$ cat src/rtl/rv32i_types_pkg.sv
// Shared RV32I encodings and LSU request/state types.
package rv32i_types;

  localparam int unsigned XLEN   = 32;
  localparam int unsigned NBYTES = 4;
  localparam int unsigned RD_W   = 5;
  localparam int unsigned F3_W   = 3;

  typedef enum logic [6:0] {
    OP_B_LOAD  = 7'b0000011,
    OP_B_STORE = 7'b0100011
  } rv32i_opcode;

  typedef enum logic [2:0] {
    F3_LB  = 3'b000,
    F3_LH  = 3'b001,
    F3_LW  = 3'b010,
    F3_LBU = 3'b100,
    F3_LHU = 3'b101
  } load_f3_t;

  typedef enum logic [2:0] {
    F3_SB = 3'b000,
    F3_SH = 3'b001,
    F3_SW = 3'b010
  } store_f3_t;

  typedef enum logic {
    LSU_IDLE,
    LSU_WAIT
  } lsu_state_t;

  typedef enum logic [1:0] {
    LSU_KIND_NONE  = 2'd0,
    LSU_KIND_LOAD  = 2'd1,
    LSU_KIND_STORE = 2'd2
  } lsu_kind_t;

  typedef struct packed {
    lsu_kind_t        kind;
    logic [F3_W-1:0]  funct3;
    logic [1:0]       addr_lo;
    logic [RD_W-1:0]  rd;
  } lsu_req_t;

  // True when funct3 names a real load/store of the given kind.
  function automatic logic f3_legal(input lsu_kind_t kind, input logic [F3_W-1:0] f3);
    logic ok;
    ok = 1'b0;
    if (kind == LSU_KIND_LOAD) begin
      case (f3)
        F3_LB, F3_LH, F3_LW, F3_LBU, F3_LHU: ok = 1'b1;
        default:                             ok = 1'b0;
      endcase
    end else if (kind == LSU_KIND_STORE) begin
      case (f3)
        F3_SB, F3_SH, F3_SW: ok = 1'b1;
        default:             ok = 1'b0;
      endcase
    end
    return ok;
  endfunction

endpackage

$ cat src/rtl/load_store_unit_align.sv
// Combinational lane logic for the LSU: byte masks, store replication,
// load lane extraction and extension. Alignment policy is selected by
// LSU_MISALIGN_TRAP_EN (trap when defined, force low bits to zero otherwise).
module lsu_align
  import rv32i_types::*;
(
  input  lsu_kind_t   kind_i,
  input  logic [2:0]  funct3_i,
  input  logic [1:0]  addr_lo_i,
  input  logic [31:0] wdata_i,
  output logic [3:0]  mask_c,
  output logic [31:0] wdata_c,
  output logic [1:0]  addr_lo_c,
  output logic        err_c,
  input  logic [2:0]  rsp_funct3_i,
  input  logic [1:0]  rsp_addr_lo_i,
  input  logic [31:0] rdata_i,
  output logic [31:0] ldata_c
);

  logic [1:0]  size;
  logic        legal;
  logic [7:0]  lane_b;
  logic [15:0] lane_h;
`ifdef LSU_MISALIGN_TRAP_EN
  logic        misalign;
`endif

  // Request side: legality, effective lane offset, byte mask, store data.
  always_comb begin
    size      = funct3_i[1:0];
    legal     = f3_legal(kind_i, funct3_i);
    addr_lo_c = addr_lo_i;
    err_c     = 1'b0;
    mask_c    = 4'b0000;
    wdata_c   = wdata_i;
`ifdef LSU_MISALIGN_TRAP_EN
    misalign  = ((size == 2'b01) && addr_lo_i[0]) ||
                ((size == 2'b10) && (addr_lo_i != 2'b00));
    err_c     = !legal || misalign;
`else
    case (size)
      2'b01:   addr_lo_c = {addr_lo_i[1], 1'b0};
      2'b10:   addr_lo_c = 2'b00;
      default: addr_lo_c = addr_lo_i;
    endcase
    err_c     = !legal;
`endif
    case (size)
      2'b00: begin
        mask_c  = 4'(4'b0001 << addr_lo_c);
        wdata_c = {4{wdata_i[7:0]}};
      end
      2'b01: begin
        mask_c  = 4'(4'b0011 << addr_lo_c);
        wdata_c = {2{wdata_i[15:0]}};
      end
      default: begin
        mask_c  = 4'b1111;
        wdata_c = wdata_i;
      end
    endcase
  end

  // Response side: pick the addressed lane and extend to 32 bits.
  always_comb begin
    lane_b  = rdata_i[{rsp_addr_lo_i, 3'b000} +: 8];
    lane_h  = rsp_addr_lo_i[1] ? rdata_i[31:16] : rdata_i[15:0];
    ldata_c = rdata_i;
    case (rsp_funct3_i)
      F3_LB:   ldata_c = {{24{lane_b[7]}}, lane_b};
      F3_LH:   ldata_c = {{16{lane_h[15]}}, lane_h};
      F3_LBU:  ldata_c = {24'h000000, lane_b};
      F3_LHU:  ldata_c = {16'h0000, lane_h};
      default: ldata_c = rdata_i;
    endcase
  end

endmodule

$ cat src/rtl/load_store_unit.sv
// Single-outstanding RV32I load/store unit: accepts one op, pulses the
// data-memory port, waits for the response, returns a writeback pulse.
// Optional LSU_MISALIGN_TRAP_EN turns misaligned half/word ops into errors.
module load_store_unit
  import rv32i_types::*;
#(
  parameter int unsigned ADDR_W = 32,
  parameter int unsigned DATA_W = 32
) (
  input  logic              clk,
  input  logic              rst,
  input  logic              req_valid,
  output logic              req_ready,
  input  logic              req_is_load,
  input  logic              req_is_store,
  input  logic [2:0]        req_funct3,
  input  logic [ADDR_W-1:0] req_addr,
  input  logic [DATA_W-1:0] req_wdata,
  input  logic [4:0]        req_rd,
  output logic [ADDR_W-1:0] dmem_addr,
  output logic [3:0]        dmem_rmask,
  output logic [3:0]        dmem_wmask,
  output logic [DATA_W-1:0] dmem_wdata,
  input  logic [DATA_W-1:0] dmem_rdata,
  input  logic              dmem_resp,
  output logic              wb_valid,
  output logic [4:0]        wb_rd,
  output logic [DATA_W-1:0] wb_data,
  output logic              wb_err
);

  lsu_state_t        state_q, state_d;
  lsu_req_t          req_q, req_d;
  logic              req_ready_q, req_ready_d;
  logic [ADDR_W-1:0] dmem_addr_q, dmem_addr_d;
  logic [3:0]        rmask_q, rmask_d, wmask_q, wmask_d;
  logic [DATA_W-1:0] wdata_q, wdata_d;
  logic              wb_valid_q, wb_valid_d, wb_err_q, wb_err_d;
  logic [4:0]        wb_rd_q, wb_rd_d;
  logic [DATA_W-1:0] wb_data_q, wb_data_d;

  lsu_kind_t   kind_in;
  logic [3:0]  mask_c;
  logic [31:0] st_wdata_c, ldata_c;
  logic [1:0]  addr_lo_c;
  logic        err_c;

  assign kind_in = req_is_load  ? LSU_KIND_LOAD  :
                   req_is_store ? LSU_KIND_STORE : LSU_KIND_NONE;

  lsu_align u_align (
    .kind_i        (kind_in),
    .funct3_i      (req_funct3),
    .addr_lo_i     (req_addr[1:0]),
    .wdata_i       (req_wdata),
    .mask_c        (mask_c),
    .wdata_c       (st_wdata_c),
    .addr_lo_c     (addr_lo_c),
    .err_c         (err_c),
    .rsp_funct3_i  (req_q.funct3),
    .rsp_addr_lo_i (req_q.addr_lo),
    .rdata_i       (dmem_rdata),
    .ldata_c       (ldata_c)
  );

  // Next-state and registered-output logic.
  always_comb begin
    state_d     = state_q;
    req_d       = req_q;
    dmem_addr_d = dmem_addr_q;
    wdata_d     = wdata_q;
    rmask_d     = 4'b0000;
    wmask_d     = 4'b0000;
    wb_valid_d  = 1'b0;
    wb_err_d    = 1'b0;
    wb_rd_d     = 5'd0;
    wb_data_d   = '0;
    case (state_q)
      LSU_IDLE: begin
        if (req_valid && req_ready_q) begin
          if (err_c) begin
            wb_valid_d = 1'b1;
            wb_err_d   = 1'b1;
          end else begin
            req_d.kind    = kind_in;
            req_d.funct3  = req_funct3;
            req_d.addr_lo = addr_lo_c;
            req_d.rd      = req_rd;
            dmem_addr_d   = {req_addr[ADDR_W-1:2], 2'b00};
            if (kind_in == LSU_KIND_LOAD) begin
              rmask_d = mask_c;
            end else begin
              wmask_d = mask_c;
              wdata_d = st_wdata_c;
            end
            state_d = LSU_WAIT;
          end
        end
      end
      LSU_WAIT: begin
        if (dmem_resp) begin
          state_d    = LSU_IDLE;
          wb_valid_d = 1'b1;
          if (req_q.kind == LSU_KIND_LOAD) begin
            wb_rd_d   = req_q.rd;
            wb_data_d = ldata_c;
          end
        end
      end
      default: state_d = LSU_IDLE;
    endcase
    req_ready_d = (state_d == LSU_IDLE);
  end

  // State and output registers with synchronous reset.
  always_ff @(posedge clk) begin
    if (rst) begin
      state_q     <= LSU_IDLE;
      req_q       <= lsu_req_t'('0);
      req_ready_q <= 1'b1;
      dmem_addr_q <= '0;
      rmask_q     <= 4'b0000;
      wmask_q     <= 4'b0000;
      wdata_q     <= '0;
      wb_valid_q  <= 1'b0;
      wb_err_q    <= 1'b0;
      wb_rd_q     <= 5'd0;
      wb_data_q   <= '0;
    end else begin
      state_q     <= state_d;
      req_q       <= req_d;
      req_ready_q <= req_ready_d;
      dmem_addr_q <= dmem_addr_d;
      rmask_q     <= rmask_d;
      wmask_q     <= wmask_d;
      wdata_q     <= wdata_d;
      wb_valid_q  <= wb_valid_d;
      wb_err_q    <= wb_err_d;
      wb_rd_q     <= wb_rd_d;
      wb_data_q   <= wb_data_d;
    end
  end

  assign req_ready  = req_ready_q;
  assign dmem_addr  = dmem_addr_q;
  assign dmem_rmask = rmask_q;
  assign dmem_wmask = wmask_q;
  assign dmem_wdata = wdata_q;
  assign wb_valid   = wb_valid_q;
  assign wb_rd      = wb_rd_q;
  assign wb_data    = wb_data_q;
  assign wb_err     = wb_err_q;

endmodule

$ cat config.mk
export PLATFORM = sky130hd
export DESIGN_NAME = load_store_unit
export DESIGN_NICKNAME = d
export VERILOG_FILES = /design/src/rtl/rv32i_types_pkg.sv /design/src/rtl/load_store_unit_align.sv /design/src/rtl/load_store_unit.sv
export SDC_FILE = /design/constraint.sdc
export NUM_CORES = 1
export LEC_CHECK = 0
export ABC_AREA = 1
export BUFFER_PORTS_ARGS = -buffer_cell sky130_fd_sc_hd__buf_4
export CORE_MARGIN = 3
export CORE_UTILIZATION = 45
export CTS_CLUSTER_SIZE = 12
export DETAILED_ROUTE_END_ITERATION = 7
export PLACE_DENSITY_LB_ADDON = 0.15
export SYNTH_ARGS = -nofsm -noshare
export SYNTH_HDL_FRONTEND = slang
export SYNTH_HIERARCHICAL = 1
export SYNTH_SLANG_ARGS = --single-unit
$ cat constraint.sdc
create_clock -name clk -period 2.8 [get_ports clk]
set_clock_uncertainty 0.05 [all_clocks]
set_input_delay 0.84 -clock clk [delete_from_list [all_inputs] [get_ports clk]]
set_output_delay 0.84 -clock clk [all_outputs]
set_load 0.01 [all_outputs]
# --- Word level (Yosys, flattened, before mapping) ---
# Index checks and enable logic that the tools add are counted.
totals:
  ff_bits: 123
  inputBits: 110
  out_inout_bits: 112
classes:
  eq_ne: 12
  shift: 3
  muxes: 19
  bitwise_logic: 7
  reduce_logical: 12
ops:
  columns: ["operator", "n"]
  rows:
  - ["case mux 32 bit (4 select lines)", 1]
  - ["case mux 32 bit (2 select lines)", 1]
  - ["variable part select 32 x 6 -> 8 bit", 1]
  - ["2-to-1 mux 16 bit", 1]
  - ["OR reduction 5 bit", 3]
  - ["== test 3 bit, second input constant", 4]
  - ["2-to-1 mux 1 bit", 10]
  - ["case mux 4 bit (2 select lines)", 1]
  - ["inverter 1 bit", 7]
  - ["== test 2 x 1 -> 1 bit, second input constant", 3]
  - ["== test 3 x 1 -> 1 bit, second input constant", 2]
  - ["logical NOT 3 bit", 2]
  - ["== test 2 bit, second input constant", 2]
  - ["2-to-1 mux 2 bit", 2]
  - ["case mux 1 bit (2 select lines)", 2]
  - ["case mux 2 bit (2 select lines)", 1]
  - ["AND reduction 4 bit", 1]
  - ["OR reduction 4 bit", 1]
  - ["left shift 1 x 2 -> 4 bit, first input constant", 1]
  - ["left shift 2 x 2 -> 4 bit, first input constant", 1]
  - ["== test 3 x 2 -> 1 bit, second input constant", 1]
  - ["AND reduction 3 bit", 1]
  - ["OR reduction 3 bit", 1]
  - ["logical NOT 2 bit", 1]
  - ["2 further kinds", 2]

# --- Longest topological paths before layout ---
depth:
  ltp_word: 9
  mapped_depth: 13

# --- Cells and area by module ---
# Netlist, hierarchy kept.
by_module_without_submodules:
  columns: ["module", "n_inst", "cells_per_inst", "area_per_inst_um2", "seq_area_each_um2"]
  rows:
  - ["load_store_unit", 1, 542, 4471.8, 2462.4]
  - ["lsu_align", 1, 301, 1514.0, 0.0]

# --- Least setup slack after synthesis ---
# Ideal clock, no wire load.
synth_timing:
  path_type: "input port to flip-flop"
  from: "input port req_funct3[1]"
  to: "register wdata_q[10] (netlist: dmem_wdata[10])"
  t_arrival_ns: 2.419
  required_ns: 2.690
  setup_slack_ns: 0.272
  path_stages: 11
  n_path_buf: 2
  path_cell_list: "inv_1 -> ha_1 -> buf_2 -> nor2_1 -> inv_1 -> o211ai_1 -> nor2_1 -> nand2_1 -> buf_2 -> nand3_1 -> nand2_1"
synth_via:
  elab_chain_len: 6
  word_cells_on_any_way: 15
  cone_classes: "5 x eq/ne; 5 x mux; 5 x reduce/logical"
synth_rtl:
  columns: ["item", "line_no", "rtl"]
  rows:
  - ["start, declared", "load_store_unit.sv:16", "input logic [2:0] req_funct3,"]
  - ["== test 3 x 1 -> 1 bit, or another cell as far along", "rv32i_types_pkg.sv:51, rv32i_types_pkg.sv:56", null]
  - ["OR reduction 3 bit", "rv32i_types_pkg.sv:56", "case (f3)"]
  - ["2-to-1 mux 1 bit", "rv32i_types_pkg.sv:56", null]
  - ["2-to-1 mux 1 bit", "rv32i_types_pkg.sv:55", "end else if (kind == LSU_KIND_STORE) begin"]
  - ["2-to-1 mux 1 bit", "rv32i_types_pkg.sv:50", "if (kind == LSU_KIND_LOAD) begin"]
  - ["AND reduction 4 bit (no source line)", null, null]
  - ["end signal, assigned", "load_store_unit.sv:136", "wdata_q <= wdata_d;"]
  - ["end, declared", "load_store_unit.sv:37", "logic [DATA_W-1:0] wdata_q, wdata_d;"]
# Parallel ways exist; a longest one is shown, timed or not.
# A chain may end at the register's enable or synchronous reset.

# --- Worst setup path after layout ---
layout_timing:
  from: "input port req_funct3[1]"
  to: "register req_q[5] in the netlist's numbering"
layout_via:
  elab_chain_len: 6
  word_cells_on_any_way: 15
  cone_classes: "6 x eq/ne; 5 x mux; 4 x reduce/logical"
layout_rtl:
  columns: ["item", "line_no", "rtl"]
  rows:
  - ["== test 3 x 1 -> 1 bit, or another cell as far along", "rv32i_types_pkg.sv:51, rv32i_types_pkg.sv:56", null]
  - ["OR reduction 3 bit", "rv32i_types_pkg.sv:56", null]
  - ["2-to-1 mux 1 bit", "rv32i_types_pkg.sv:56", null]
  - ["2-to-1 mux 1 bit", "rv32i_types_pkg.sv:55", null]
  - ["2-to-1 mux 1 bit", "rv32i_types_pkg.sv:50", null]
  - ["AND reduction 3 bit (no source line)", null, null]
  - ["end signal, assigned", "load_store_unit.sv:119", "req_q <= lsu_req_t'('0);"]
  - ["end signal, assigned", "load_store_unit.sv:131", "req_q <= req_d;"]
  - ["end, declared", "load_store_unit.sv:33", "lsu_req_t req_q, req_d;"]
# Parallel ways exist; a longest one is shown, timed or not.

==> impl_summary.md <==
Detailed routing
The remaining design rule violation count is 0. The count of nets left with antenna violations once routing finished came out at 0. The total iterations of the first detailed-routing run is 5. The number of vias per cell after detailed routing is 4.88.

Across all layers, the routed design uses 5,963 vias. The count of routing violations after the opening detailed-route iteration is ~480. The final layout contains routed wiring with a total length of between 15,000 and 20,000 µm. The wire length per cell is between 10 and 15 µm.

Yosys
By area, the combinational part of the netlist is dominated by simple AND/OR/NAND/NOR gates. Summing every instance area after synthesis gives 5990 µm². Counting flops and latches in the post-synthesis netlist gives approximately 120. The part of the Yosys area used for sequential elements is 0.411. The xor/xnor share of the synthesized area is 0.00146. For this run, the leading register cell type out of synthesis is sky130_fd_sc_hd__dfxtp_1. The post-synthesis share of cell area spent on full adders, half adders and majority gates is 0.00836. In the synthesized netlist, the number of instances is 843. The synthesized design contains 0 enable-type register cells. The fraction of synthesis flops using an asynchronous set or reset pin is 0. The synthesized-area fraction occupied by and/or/nand/nor cells is 0.398. A synthesized cell averages between 7 and 8 µm².

The number of warnings printed during yosys synthesis is 6. The post-synthesis compound-gate area fraction came to 0.0623. Measured against the total synthesized area, the mux share comes to 0. Synthesis instantiated 33 different standard cells from the library.

Clock network
Clock-pin slew was measured on the worst setup and hold paths at ~50 ps. TritonCTS built the clock tree. The post-cts gate resize count is 0. CTS placed an instance of sky130_fd_sc_hd__clkbuf_16 at the clock tree root. The number of H-tree branching levels is 4. Post-CTS timing repair inserted 0 buffers for setup.

The number of clock sinks is 123. Counting along the longest clock path gives a buffer depth of 2. The clock network latency to the later pin of the worst-skew pair is 410 ps.

The number of clock buffers added by TritonCTS is 17. For this design, the CTS-stage hold fixing added 0 buffers.

Power and ir drop
The part of the total power dissipated in the clock network is 0.461. Of the total power, registers draw 0.383. Of the total power, the share spent switching nets is 0.256.

The worst vdd rail ir drop is 0.374 mV. Summed over all nets, the switching power comes to 1230 µW. Of the total power, combinational logic draws 0.157.

The internal portion of total power is 3570 µW. The cell leakage power is 0.00430 µW. Dividing total power by cell area gives a power density of 581 nW/µm².

Layout
After the flow finishes, the layout carries non-filler instances totaling 1,221. From synthesis to final layout, the design area changed by 38.0%. The final standard cell area without fillers is 8260 µm². The net count of the finished layout is between 1,000 and 1,500. In the final layout, the share of cells above drive strength 1 is 0.289. The number of antenna repair diodes is 0.

Floorplanning
The effective utilization at floorplan is 0.467. The floorplan die area is 14,700 µm². The overall die width is roughly 120 µm. The area of the core is 12,800 µm².

In this run the count of I/O pins placed on the die edge is 222. The overall die height is around 120 µm. The row count is between 40 and 50.

Global routing
The initial antenna violation count is 0. The wire length of the first global-routing pass is around 26,000 µm. The overall global routing resource usage is 0.221. For this run the aggregate overflow at the end of global routing stands at 0.

Entering global routing, the biggest net connects 39 pins. The via count of the first global-routing pass was 5,404.

Setup path
The type of origin of the critical path is a primary input. STA classifies the critical path endpoint as a register. The required time at the worst-slack endpoint is about 3000 ps. For the worst setup path, the data arrival time is 2560 ps. The category of the most critical setup path is in2reg. Of all nets on the critical path, the largest fanout is 19.

Place
The sum of net half-perimeters after detailed placement is 12,000 µm. The count of placed standard cells including taps is 1,189. The number of input and output port buffers inserted is 219. The final weighted congestion in routability-driven placement is 0.880. The cell area after placement is 7660 µm².

STA
The worst-margin pin slew is roughly 670 ps. The routed design could run at a clock period as short as roughly 2300 ps. Setup repair after global routing left no endpoint under its margin. The relative max-transition margin is 0.553. In the finished design, the share of the clock period the worst path needs comes to 0.821. The worst hold-check slack is 372 ps.

The final count of pins violating max slew is 0. The setup TNS is 0 ps. Setup violations remaining at the end of the flow were counted as 0. The count of endpoints failing hold in the final timing report is 0. The top achievable clock speed is around 440 MHz.

Flow run
The tool flagged a number of max-cap violations equal to 0.

Min path
The path category of the worst min-delay check is reg2reg.

Status
The flow ran to the end, and the final reports show no timing, DRC or antenna violations.
-- synthesized netlist by cell type, types with 3 or more instances --
master / instances / share of area
sky130_fd_sc_hd__a21oi_1: 42 / 0.035
sky130_fd_sc_hd__buf_6: 8 / 0.015
sky130_fd_sc_hd__a22oi_1: 15 / 0.019
sky130_fd_sc_hd__buf_2: 36 / 0.030
sky130_fd_sc_hd__nand3_1: 72 / 0.060
sky130_fd_sc_hd__clkbuf_1: 7 / 0.0044
sky130_fd_sc_hd__nand3_2: 10 / 0.017
sky130_fd_sc_hd__inv_1: 74 / 0.046
sky130_fd_sc_hd__buf_4: 14 / 0.018
sky130_fd_sc_hd__nand2_1: 222 / 0.14
sky130_fd_sc_hd__dfxtp_1: 123 / 0.41
sky130_fd_sc_hd__nand3b_1: 40 / 0.050
sky130_fd_sc_hd__ha_1: 4 / 0.0084
sky130_fd_sc_hd__or2_0: 3 / 0.0031
sky130_fd_sc_hd__o21ai_0: 7 / 0.0059
sky130_fd_sc_hd__or2_2: 5 / 0.0052
sky130_fd_sc_hd__nor2_1: 105 / 0.066
sky130_fd_sc_hd__nor2_2: 4 / 0.0042
sky130_fd_sc_hd__nand4_1: 33 / 0.034
-- per-stage QoR --
step / setup slack (ps) / util / power [µW]
floorplan: 272 / - / 2350
global placement: 142 / 0.597 / 2620
detailed placement: 68.9 / 0.597 / 2620
CTS: 503 / 0.644 / 4840
global route: 273 / 0.644 / 5020
finish: 502 / 0.644 / 4800
-- registers in the layout, indices dropped and copies added, names as in the netlist --
signal      flops
dmem_addr      30
dmem_rmask      4
dmem_wdata     32
dmem_wmask      4
req_q          12
req_ready       1
state_q         1
wb_data        32
wb_err          1
wb_rd           5
wb_valid        1
-- power by group through the flow --
stage | clock, µW | sequential (µW) | combinational, µW
2_1_floorplan | 0 | 1880 | 465
4_1_cts | 2250 | 1840 | 754
6_report | 2210 | 1840 | 751
3_5_place_dp | 0 | 1870 | 750
5_1_grt | 2330 | 1840 | 845
3_3_place_gp | 0 | 1870 | 747
-- area by class of cell --
cell class,instances,area (µm²)
inverters,78,297
flip-flops and latches,123,2460
well taps,172,215
repair buffers,240,1860
clock inverters,11,143
clock buffers,21,460
multi-input cells,576,2820
fillers,1191,4560
-- cell families after synthesis --
family          after synthesis
compound gates               66
xor+xnor                      1
fa+ha+maj                     4
buf+inv                     145
flops                       123
other cells                   1
simple gates                503
-- critical path, cell delays in order --
cell and delay, ps:
sky130_fd_sc_hd__buf_4 110, sky130_fd_sc_hd__inv_1 110, sky130_fd_sc_hd__ha_1 210, sky130_fd_sc_hd__nor2_1 50, sky130_fd_sc_hd__inv_1 110, sky130_fd_sc_hd__nand2_1 60
sky130_fd_sc_hd__nand2_1 50, sky130_fd_sc_hd__o211ai_1 80, sky130_fd_sc_hd__buf_4 170, sky130_fd_sc_hd__nor2_8 230, sky130_fd_sc_hd__buf_4 290, sky130_fd_sc_hd__nand3b_1 100
sky130_fd_sc_hd__nand2_1 90, sky130_fd_sc_hd__nor2_1 40
-- placed cells by master (no fill, tap or decap), drive strengths merged --
master    Yosys  final
buf          60    240
nand2       226    226
dfxtp       123    123
nor2        111    111
nand3        83     83
inv          77     78
a21oi        42     42
nand3b       40     40
nand4        34     34
clkbuf        7     21
a22oi        15     15
or2           8      8
o21ai         7      7
clkinv        1      6
ha            4      4
bufinv        0      3
conb          1      2
clkinvlp      0      2
o211ai        2      2
nor3          1      1
xor2          1      1
-- final timing paths --
kind	start	to	slack (ps)	cells past startpoint
worst min-delay path	req_q[3]$_SDFFE_PP0P_	wb_rd[3]$_SDFF_PP0_	370	2
worst max-delay path	req_funct3[1]	req_q[5]$_SDFFE_PP0P_	500	14
worst min register to register	req_q[3]$_SDFFE_PP0P_	wb_rd[3]$_SDFF_PP0_	370	2
worst max register to register	req_q[8]$_SDFFE_PP0P_	wb_data[17]$_SDFF_PP0_	850	7
-- layer usage --
layer | vias to the layer above | share of wire | global-route usage
li1 | 3069 | - | -
met1 | 2661 | 0.42 | 0.283
met5 | - | 0 | 0
met2 | 220 | 0.47 | 0.352
met3 | 13 | 0.096 | 0.0755
met4 | 0 | 0.0088 | 0.0651
No activity file was read; power rests on OpenSTA's default activity.
